**config.mk**
```make
export PLATFORM = sky130hd
export DESIGN_NAME = fetch_unit_flat
export DESIGN_NICKNAME = d
export VERILOG_FILES = /design/src/rtl/fetch_pkg.sv /design/src/rtl/fetch_unit_if.sv /design/src/rtl/fetch_slot_queue.sv /design/src/rtl/fetch_unit.sv /design/src/flat_wrapper.sv
export SDC_FILE = /design/constraint.sdc
export NUM_CORES = 1
export LEC_CHECK = 0
export CAP_MARGIN = 10
export CORE_UTILIZATION = 48
export DETAILED_ROUTE_END_ITERATION = 10
export GPL_TIMING_DRIVEN = 0
export PLACE_DENSITY = 0.83
export SYNTH_ARGS = -nofsm -noshare
export SYNTH_HDL_FRONTEND = slang
export SYNTH_HIERARCHICAL = 1
export SYNTH_SLANG_ARGS = --single-unit
```
**constraint.sdc**
```tcl
create_clock -name clk -period 3.3 [get_ports clk]
set_input_delay 0.66 -clock clk [delete_from_list [all_inputs] [get_ports clk]]
set_output_delay 0.66 -clock clk [all_outputs]
set_load 0.02 [all_outputs]
```
**src/rtl/fetch_pkg.sv**
```systemverilog
// Shared constants and payload types for the instruction fetch stage.
package fetch_pkg;

    localparam int unsigned XLEN   = 32;
    localparam int unsigned JIDX_W = 26;

    localparam logic [1:0] PCSEL_SEQ  = 2'b00;
    localparam logic [1:0] PCSEL_RS   = 2'b01;
    localparam logic [1:0] PCSEL_JUMP = 2'b10;

    localparam logic [XLEN-1:0] NOP_INSTR = 32'h0;

    // One buffered fetch result as presented to decode.
    typedef struct packed {
        logic [XLEN-1:0] pc_plus4;
        logic [XLEN-1:0] instr;
    } slot_t;

endpackage

```
**src/rtl/fetch_unit_if.sv**
```systemverilog
// Instruction memory request/response bus between fetch and imem.
interface fetch_unit_if;
    import fetch_pkg::*;

    logic            o_imem_req;
    logic [XLEN-1:0] o_imem_addr;
    logic            i_imem_ready;
    logic            i_imem_rvalid;
    logic [XLEN-1:0] i_imem_rdata;

    modport master (
        output o_imem_req, o_imem_addr,
        input  i_imem_ready, i_imem_rvalid, i_imem_rdata
    );

    modport slave (
        input  o_imem_req, o_imem_addr,
        output i_imem_ready, i_imem_rvalid, i_imem_rdata
    );

endinterface

```
**src/rtl/fetch_slot_queue.sv**
```systemverilog
// Circular queue of in-flight fetches: allocated at request, filled in order
// by responses, popped by decode.
module fetch_slot_queue
    import fetch_pkg::*;
#(
    parameter int unsigned DEPTH = 4
) (
    input  logic            clk,
    input  logic            rst,
    input  logic            alloc,
    input  logic [XLEN-1:0] alloc_pc4,
    input  logic            fill,
    input  logic [XLEN-1:0] fill_data,
    input  logic            pop,
    input  logic            flush,
    output logic            head_valid_c,
    output slot_t           head_c,
    output logic [$clog2(DEPTH+1)-1:0] count,
    output logic [$clog2(DEPTH+1)-1:0] unfilled
);

    localparam int unsigned PW = (DEPTH > 1) ? $clog2(DEPTH) : 1;
    localparam int unsigned CW = $clog2(DEPTH+1);

    logic [PW-1:0]   head_ptr, fill_ptr, tail_ptr;
    logic [CW-1:0]   count_q, unfilled_q;
    logic [XLEN-1:0] pc4_mem   [DEPTH];
    logic [XLEN-1:0] instr_mem [DEPTH];
    logic [DEPTH-1:0] filled;
    logic            fill_ok, pop_ok;

    // A response with nothing outstanding (e.g. from before reset) is ignored.
    assign fill_ok      = fill && (unfilled_q != '0);
    assign head_valid_c = (count_q != '0) && filled[head_ptr];
    assign pop_ok       = pop && head_valid_c;
    assign head_c       = '{pc_plus4: pc4_mem[head_ptr], instr: instr_mem[head_ptr]};
    assign count        = count_q;
    assign unfilled     = unfilled_q;

    always_ff @(posedge clk) begin
        if (rst || flush) begin
            head_ptr   <= '0;
            fill_ptr   <= '0;
            tail_ptr   <= '0;
            count_q    <= '0;
            unfilled_q <= '0;
        end else begin
            if (alloc)   tail_ptr <= tail_ptr + PW'(1);
            if (fill_ok) fill_ptr <= fill_ptr + PW'(1);
            if (pop_ok)  head_ptr <= head_ptr + PW'(1);
            count_q    <= count_q + CW'(alloc) - CW'(pop_ok);
            unfilled_q <= unfilled_q + CW'(alloc) - CW'(fill_ok);
        end
    end

    // Entry storage; validity is tracked by the pointers and count above.
    always_ff @(posedge clk) begin
        if (alloc) begin
            pc4_mem[tail_ptr] <= alloc_pc4;
            filled[tail_ptr]  <= 1'b0;
        end
        if (fill_ok) begin
            instr_mem[fill_ptr] <= fill_data;
            filled[fill_ptr]    <= 1'b1;
        end
    end

endmodule

```
**src/rtl/fetch_unit.sv**
```systemverilog
// Instruction fetch stage: PC, redirect/halt handling, wrong-path discard and
// the slot queue feeding decode.
module fetch_unit
    import fetch_pkg::*;
#(
    parameter logic [XLEN-1:0] RESET_PC = 32'h0000_0000,
    parameter int unsigned     DEPTH    = 4
) (
    input  logic              clk,
    input  logic              rst,
    input  logic              i_load,
    input  logic              i_stallD,
    input  logic [1:0]        i_pcsel,
    input  logic              i_PCSrcD,
    input  logic [XLEN-1:0]   i_branch_targetD,
    input  logic [JIDX_W-1:0] i_jump_indexD,
    input  logic [XLEN-1:0]   i_rsD,
    fetch_unit_if.master      imem,
    output logic              o_validD,
    output logic [XLEN-1:0]   o_instrD,
    output logic [XLEN-1:0]   o_pc_plus4D
);

    localparam int unsigned CW = $clog2(DEPTH+1);
    localparam int unsigned EW = CW + 1;

    logic [XLEN-1:0] pc_q, target_c;
    logic            halted_q;
    logic [CW-1:0]   discard_q;
    logic [CW-1:0]   count, unfilled;
    logic            head_valid_c;
    slot_t           head_c;
    logic            hs, accept, halt_fire, redirect, fill_c, fill_hit_c;
    logic [EW-1:0]   discard_sum_c;

    assign hs         = imem.o_imem_req && imem.i_imem_ready;
    assign accept     = o_validD && !i_stallD;
    assign halt_fire  = accept && !i_load;
    assign redirect   = accept && i_load && ((i_pcsel != PCSEL_SEQ) || i_PCSrcD);
    assign fill_c     = imem.i_imem_rvalid && (discard_q == '0) && !halted_q;
    assign fill_hit_c = fill_c && (unfilled != '0);

    // Wrong-path responses still owed after a redirect, including a request
    // that handshakes in the redirect cycle itself.
    assign discard_sum_c = EW'(unfilled) - EW'(fill_hit_c) + EW'(hs);

    always_comb begin
        target_c = i_branch_targetD;
        case (i_pcsel)
            PCSEL_RS:   target_c = i_rsD;
            PCSEL_JUMP: target_c = {o_pc_plus4D[31:28], i_jump_indexD, 2'b00};
            default:    target_c = i_branch_targetD;
        endcase
    end

    assign imem.o_imem_req  = !rst && !halted_q && ((EW'(count) + EW'(discard_q)) < EW'(DEPTH));
    assign imem.o_imem_addr = pc_q;

    assign o_validD    = head_valid_c && !halted_q;
    assign o_instrD    = o_validD ? head_c.instr    : NOP_INSTR;
    assign o_pc_plus4D = o_validD ? head_c.pc_plus4 : '0;

    always_ff @(posedge clk) begin
        if (rst) begin
            pc_q      <= RESET_PC;
            halted_q  <= 1'b0;
            discard_q <= '0;
        end else if (halt_fire) begin
            halted_q  <= 1'b1;
            discard_q <= '0;
        end else if (redirect) begin
            pc_q      <= target_c;
            discard_q <= CW'(discard_sum_c);
        end else begin
            if (hs) pc_q <= pc_q + 32'd4;
            if ((discard_q != '0) && imem.i_imem_rvalid) discard_q <= discard_q - CW'(1);
        end
    end

    fetch_slot_queue #(.DEPTH(DEPTH)) u_queue (
        .clk          (clk),
        .rst          (rst),
        .alloc        (hs && !redirect && !halt_fire),
        .alloc_pc4    (pc_q + 32'd4),
        .fill         (fill_c),
        .fill_data    (imem.i_imem_rdata),
        .pop          (accept),
        .flush        (redirect || halt_fire),
        .head_valid_c (head_valid_c),
        .head_c       (head_c),
        .count        (count),
        .unfilled     (unfilled)
    );

endmodule

```
**src/flat_wrapper.sv**
```systemverilog
// flat-port wrapper written by rule: the top's interface ports become plain ports
module fetch_unit_flat import fetch_pkg::*;
#(
    parameter logic [XLEN-1:0] RESET_PC = 32'h0000_0000,
    parameter int unsigned     DEPTH    = 4
)
  (clk, rst, i_load, i_stallD, i_pcsel, i_PCSrcD, i_branch_targetD, i_jump_indexD, i_rsD, o_validD, o_instrD, o_pc_plus4D, imem_o_imem_req, imem_o_imem_addr, imem_i_imem_ready, imem_i_imem_rvalid, imem_i_imem_rdata);
  fetch_unit_if imem_i ();
  input  logic clk;
  input  logic rst;
  input  logic i_load;
  input  logic i_stallD;
  input  logic [1:0] i_pcsel;
  input  logic i_PCSrcD;
  input  logic [XLEN-1:0] i_branch_targetD;
  input  logic [JIDX_W-1:0] i_jump_indexD;
  input  logic [XLEN-1:0] i_rsD;
  output logic o_validD;
  output logic [XLEN-1:0] o_instrD;
  output logic [XLEN-1:0] o_pc_plus4D;
  output wire logic [$bits(imem_i.o_imem_req)-1:0] imem_o_imem_req;
  output wire logic [$bits(imem_i.o_imem_addr)-1:0] imem_o_imem_addr;
  input wire logic [$bits(imem_i.i_imem_ready)-1:0] imem_i_imem_ready;
  input wire logic [$bits(imem_i.i_imem_rvalid)-1:0] imem_i_imem_rvalid;
  input wire logic [$bits(imem_i.i_imem_rdata)-1:0] imem_i_imem_rdata;
  assign imem_o_imem_req = imem_i.o_imem_req;
  assign imem_o_imem_addr = imem_i.o_imem_addr;
  assign imem_i.i_imem_ready = imem_i_imem_ready;
  assign imem_i.i_imem_rvalid = imem_i_imem_rvalid;
  assign imem_i.i_imem_rdata = imem_i_imem_rdata;
  fetch_unit #(.RESET_PC(RESET_PC), .DEPTH(DEPTH)) u_core (.clk(clk), .rst(rst), .i_load(i_load), .i_stallD(i_stallD), .i_pcsel(i_pcsel), .i_PCSrcD(i_PCSrcD), .i_branch_targetD(i_branch_targetD), .i_jump_indexD(i_jump_indexD), .i_rsD(i_rsD), .imem(imem_i), .o_validD(o_validD), .o_instrD(o_instrD), .o_pc_plus4D(o_pc_plus4D));
endmodule
```
After elaboration in Yosys (flattened, before gate mapping) --
Memory sizes are Yosys's and may differ from the RTL's. A register that Yosys moved wholly into a read port is not among the register bits. Index checks and enable logic that the tools add are counted.
Cells by class: add/subtract/negate cells 12, magnitude comparators 6, equal/unequal tests 2, muxes and demuxes 23, bitwise operators 4, reductions and logical operators 36
Operators with widths (count):
- $mux W32 | 4
- $pmux W32 S2 | 1
- $add A32 B3 Y32 const B | 1
- $logic_and A1 B1 Y1 | 18
- $add A3 B1 Y3 | 3
- $lt A2 B3 Y1 const B | 3
- $reduce_bool A3 Y1 | 3
- $sub A3 B1 Y3 | 3
- $mux W2 | 4
- $mux W4 | 2
- $mux W1 | 7
- $add A2 B1 Y2 const B | 3
- $logic_not A1 Y1 | 6
- $mux W3 | 2
- $reduce_bool A2 Y1 | 3
- $add A3 B3 Y4 | 1
- $and A4 B4 Y4 | 1
- $demux W1 S2 | 2
- $ge A2 B1 Y1 const B | 2
- $lt A4 B3 Y1 const B | 1
- $not A4 Y4 | 1
- $or A4 B4 Y4 | 1
- $logic_not A3 Y1 | 1
- $logic_or A1 B1 Y1 | 3
- 7 further kinds | 7
Storage, ports and cells: register bits after elaboration 52, memory bits (writable) 256, input port bits 131, output and inout port bits 98, word-level logic and storage cells 94, memories 2
Memories:
- u_core.u_queue.instr_mem | depth 4, bits a word 32, read ports 1, clocked after Yosys merged registers in 1, write ports 1, RTL line fetch_slot_queue.sv:28 | logic [XLEN-1:0] instr_mem [DEPTH];
- u_core.u_queue.pc4_mem | depth 4, bits a word 32, read ports 1, clocked after Yosys merged registers in 1, write ports 1, RTL line fetch_slot_queue.sv:27 | logic [XLEN-1:0] pc4_mem [DEPTH];

Depth between registers and ports, before layout --
depth after elaboration 13, mapped depth 17, depth with buffers taken out 15

By module --
The synthesis kept the hierarchy.
By module, submodules not included:
- fetch_slot_queue | instances 1, cells each 428, area an instance 10138.5 µm², sequential area each 8047.7 µm²
- fetch_unit | instances 1, cells each 522, area an instance 3712.3 µm², sequential area each 720.7 µm²

Worst setup path after synthesis --
No wires, ideal clock.
path kind input-to-reg, start input rst, end register u_core.u_queue.count_q[2], in the netlist u_core/u_queue/count[2], setup time 0.078 ns, arrival 3.348 ns, data required time 3.222 ns, slack -0.126 ns, stages on the path 16, path buffers 3, cell sequence buf_6 -> nor2_1 -> nand4_1 -> or2_2 -> buf_4 -> nor2_1 -> clkbuf_1 -> inv_1 -> ha_1 -> inv_1 -> ha_1 -> inv_1 -> fa_1 -> xor2_1 -> and2_1 -> nor3_1
On the way: longest elaborated chain between the ends 8, elaborated cells on any way between the ends 9, classes of those cells add/sub (2); reduce/logical (7)
Ends and longest elaborated chain:
- start, declared | RTL line flat_wrapper.sv:10 | input logic rst;
- $logic_not A1 Y1 | RTL line fetch_unit.sv:56 | assign imem.o_imem_req = !rst && !halted_q && ((EW'(count) + EW'(discard_q)) < EW'(DEPTH));
- $logic_and A1 B1 Y1 (2 in series) | RTL line fetch_unit.sv:56
- $logic_and A1 B1 Y1 | RTL line fetch_unit.sv:36 | assign hs = imem.o_imem_req && imem.i_imem_ready;
- $logic_and A1 B1 Y1 (2 in series) | RTL line fetch_unit.sv:83 | .alloc (hs && !redirect && !halt_fire),
- $add A3 B1 Y3 | RTL line fetch_slot_queue.sv:51 | count_q <= count_q + CW'(alloc) - CW'(pop_ok);
- $sub A3 B1 Y3 | RTL line fetch_slot_queue.sv:51
- end signal, assigned | RTL line fetch_slot_queue.sv:51
- end, declared | RTL line fetch_slot_queue.sv:26 | logic [CW-1:0] count_q, unfilled_q;
Several ways; a longest one is shown, not always the timed one. A chain may end at the register's enable or synchronous reset.

Worst setup path after layout --
start register u_core.u_queue.head_ptr[0], end output o_pc_plus4D[13]
On the way: longest elaborated chain between the ends 5
Ends and longest elaborated chain:
- start, declared | RTL line fetch_slot_queue.sv:25 | logic [PW-1:0] head_ptr, fill_ptr, tail_ptr;
- start signal, assigned | RTL line fetch_slot_queue.sv:50 | if (pop_ok) head_ptr <= head_ptr + PW'(1);
- $bmux W1 S2 | RTL line fetch_slot_queue.sv:34 | assign head_valid_c = (count_q != '0) && filled[head_ptr];
- $mux W1 (not written as such) | RTL line fetch_slot_queue.sv:34
- $logic_and A1 B1 Y1 | RTL line fetch_slot_queue.sv:34
- via u_core.head_valid_c | RTL line fetch_unit.sv:31 | logic head_valid_c;
- $logic_and A1 B1 Y1 | RTL line fetch_unit.sv:59 | assign o_validD = head_valid_c && !halted_q;
- $mux W32 | RTL line fetch_unit.sv:61 | assign o_pc_plus4D = o_validD ? head_c.pc_plus4 : '0;
- end, declared | RTL line flat_wrapper.sv:20 | output logic [XLEN-1:0] o_pc_plus4D;
The timed path passes the listed nets, and every way through them passes these cells. The select of a mux whose other input is x is not followed.

==> metrics.md <==
| Metric | Value |
|---|---|
| Total grt overflow | 0 |
| Non-filler cells, final | 1617 |
| CTS root buf | clkbuf_16 |
| CP Launch Type | flip-flop |
| Die width | 172 µm |
| Hold_sp | u_core/u_queue/filled[2] |
| Max IR drop VDD | approximately 0.46 mV |
| CP max-delay cell | mux4_2 |
| Cell Area, Placed | 0.0167 mm² |
| Hpwl dp | 23200 µm |
| Share of synthesized flip-flops with an asynchronous set or reset | 0% |
| Top_reg_cell synth | edfxtp_1 |
| Total Die Area | 0.0295 mm² |
| Total GRT Usage | 23.0% |
| Via Count | a little over 9000 |
| Fin. Hold Viols | 0 |
| EDFF count, synth | 256 |
| Syn Inst Count | 950 |
| Worst Tran Pin Value | 0.951 ns |
| Initial antenna violation count | 1 |
| Inserted Clock Buffers | 29 |
| Clock slew at reported path FFs | roughly 0.06 ns |
| Pin count of the biggest net entering global routing | 34 |
| Yosys cell types | 52 |
| Max-Cap Viols | 0 |
| Core area | 0.0281 mm² |
| R2R Setup Slk | 0.12 ns |
| Layout cells sized above 1 | between 15 and 20% |
| First-pass GRT wire length | 51200 µm |
| WP data required | 2.64 ns |
| Final Cell Area | between 0.015 and 0.02 mm² |
| Row count | 61 |
| Maximum fanout along the worst path | 10 |
| Lkg Pwr | 6.00 nW |
| IO Port Bufs | 228 |
| Drt total wl | ~33000 µm |
| Worst Hold Depth | 1 |
| Reg2reg path depth | 16 |
| Power Density | 615 mW/mm² |
| DRC violations left | 0 |
| CP arrival | 2.57 ns |
| Antenna diode count | 0 |
| Worst Skew | 0.0158 ns |
| Ports | 229 |
| Max Freq | 309 MHz |
| Clk sinks | 310 |
| Detailed Routing Iterations Pass 1 | 5 |
| Starting Density | 49.3% |
| CTS H-tree depth | 1 |
| Reg2reg end | u_core/u_queue/count[2] |
| Hold_buf cts | 0 |
| Synthesized Nets | 1105 |
| Worst path top cell family by delay | buffers and inverters |
| Nets | 1371 |
| Cell taking the most area after synthesis | edfxtp_1 |
| Status | finished clean |
| Synth Area per Inst | 14.6 µm² |
| Final core utilization | a little over three fifths |
| Crit-path cells | mux4_2 -> o31a_2 -> nand2b_4 -> inv_4 -> clkbuf_16 -> clkbuf_4 -> and2_1 -> clkdlybuf4s15_2 |
| Max incr delay on CP | 0.54 ns |
| Post-synth top area share | 55.5% |
| Max-slew headroom | 36.6% |
| Sequential area share after synthesis | 63.3% |
| Die height | around 170 µm |
| Synth warn | 6 |
| Final worst path period share | 98.0% |
| RSZ-0062 raised after global routing | yes |
| Min-Delay Endpoint | u_core/u_queue/filled[2] |
| Post-route ant nets | 0 |
| Crit path buf inv count | 4 |
| Via-per-instance ratio | 5.63 |
| FILL cells | 2053 |
| Setup CP Type | reg2out |
| Seq cells post-synth | 310 |
| Area Growth Syn to Fin | 27.5% |
| Mapped cell area | roughly 0.014 mm² |
| CTS max path bufs | 3 |
| CTS tree | yes |
| Placed cell count | 1559 |
| Endpoints failing setup | 0 |
| R2r startpoint | u_core/u_queue/head_ptr[0] |
| Clk_lat worst skew | 0.55 ns |
| Dominant cells by area after synthesis | edfxtp_1 56%, mux4_2 11%, dfxtp_1 7.8% |
| Initial DRC Count | 985 |
| Post-layout min period | ~3.2 ns |
| Worst Setup End Kind | output port |
| Gp weighted congestion | approximately 0.97 |
| Vias in the first global route | 9132 |
| Final Max Tran Viols | 0 |
| Wire per inst | just over 20 µm |
| Min-Delay Path Class | reg2reg |
==> layout by cell type (no fill, tap or decap), types with 13 or more instances in the layout <==
cell             synthesis  routed
mux4_2                  65      65
nand2_1                 18      18
nand4_1                 16      16
inv_1                   25      23
xor2_1                  19      18
nor2_1                  93      92
clkdlybuf4s15_2          0      21
and2_1                  74      69
buf_4                    7      13
clkbuf_1                34      30
a22oi_1                 27      27
a211oi_1                25      25
buf_2                   13      44
a21oi_1                 32      32
clkdlybuf4s50_1          0     163
dfxtp_1                 54      53
nor3_1                  15      13
clkbuf_16                0      30
nor4_1                  21      21
edfxtp_1               256     256
xnor2_1                 42      42
nand3_1                 14      14
ha_1                    21      21
==> routing by layer <==
| layer | part of all wire [%] | up-vias | track usage [%] |
|---|---|---|---|
| met5 | 0.039 | - | 0 |
| met4 | 2.8 | 2 | 6.77 |
| met3 | 7.8 | 67 | 3.55 |
| met2 | 49 | 490 | 39.7 |
| met1 | 40 | 4401 | 30.0 |
| li1 | - | 4151 | - |
==> worst max path at each step <==
stage / startpoint / endpoint / slack, ns / depth (start not counted)
after floorplan: u_core/u_queue/head_ptr[0] / u_core/u_queue/count[2] / 0.02 / 17
after global placement: rst / u_core/u_queue/pc4_mem[1][7] / -1.09 / 9
after detailed placement: i_pcsel[1] / u_core/u_queue/count[2] / -0.97 / 17
after CTS: i_pcsel[1] / u_core/u_queue/count[2] / -0.04 / 17
after global routing: u_core/u_queue/head_ptr[0] / u_core/u_queue/count[2] / -0.04 / 16
final: u_core/u_queue/head_ptr[0] / o_pc_plus4D[13] / 0.07 / 8
==> kinds of logic after synthesis <==
family,after synthesis,share of synthesized area [%]
fa+ha+maj,24,2.33
mux,69,10.9
simple gates,283,10.8
flops,310,63.3
buf+inv,91,3.22
compound gates,112,5.64
xor+xnor,61,3.86
==> report_power, final <==
part           leakage [nW]  internal [mW]  switching [mW]
logic                  2.78           1.15            1.42
registers              2.76           4.73           0.219
clock network         0.459           1.95            1.39
==> through the flow <==
step	TNS, ns	total power, mW	hold slack, ns	setup slack (ns)
floorplan	0	6.42	0.421	0.0170
global placement	-198.03	7.45	0.444	-1.09
detailed placement	-99.15	7.56	0.443	-0.974
CTS	-0.0584	10.9	0.482	-0.0367
global route	-0.0647	11.3	0.494	-0.0448
finish	0	10.9	0.483	0.0652
==> timing repair <==
item	CTS	global route
pin swaps	1	2
setup buffers	4	2
gates resized for setup	215	45
endpoints found under the setup margin	172	104
==> final cells by class <==
type                    count  area (µm²)  share of cell area [%]
well taps                 378         473                    2.68
plain buffers              64         427                    2.42
flip-flops and latches    310        8770                    49.7
repair buffers            237        2240                    12.7
clock inverters            18         196                    1.11
clock buffers              36         762                    4.31
inverters                  25         100                   0.567
multi-input cells         549        4690                    26.6
==> state kept, by name (all words and copies together) (netlist names), named ones only <==
register,cells
u_core/u_queue/tail_ptr,2
u_core/halted_q,1
u_core/imem.o_imem_addr,32
u_core/u_queue/fill_ptr,2
u_core/u_queue/count,3
u_core/u_queue/unfilled,3
u_core/u_queue/instr_mem,128
u_core/discard_q,3
u_core/u_queue/filled,4
u_core/u_queue/head_ptr,2
u_core/u_queue/pc4_mem,128
==> cells in the mapped netlist, drive strengths merged (15+ instances only) <==
cell / count
buf: 28
nor4: 21
nand4: 16
dfxtp: 54
ha: 21
nor2: 93
nand2: 18
nand3: 15
nor3: 15
and2: 75
a211oi: 25
edfxtp: 256
xor2: 19
inv: 25
a22oi: 27
a21oi: 32
mux4: 65
xnor2: 42
clkbuf: 38
No activity file was read; power rests on OpenSTA's default activity.
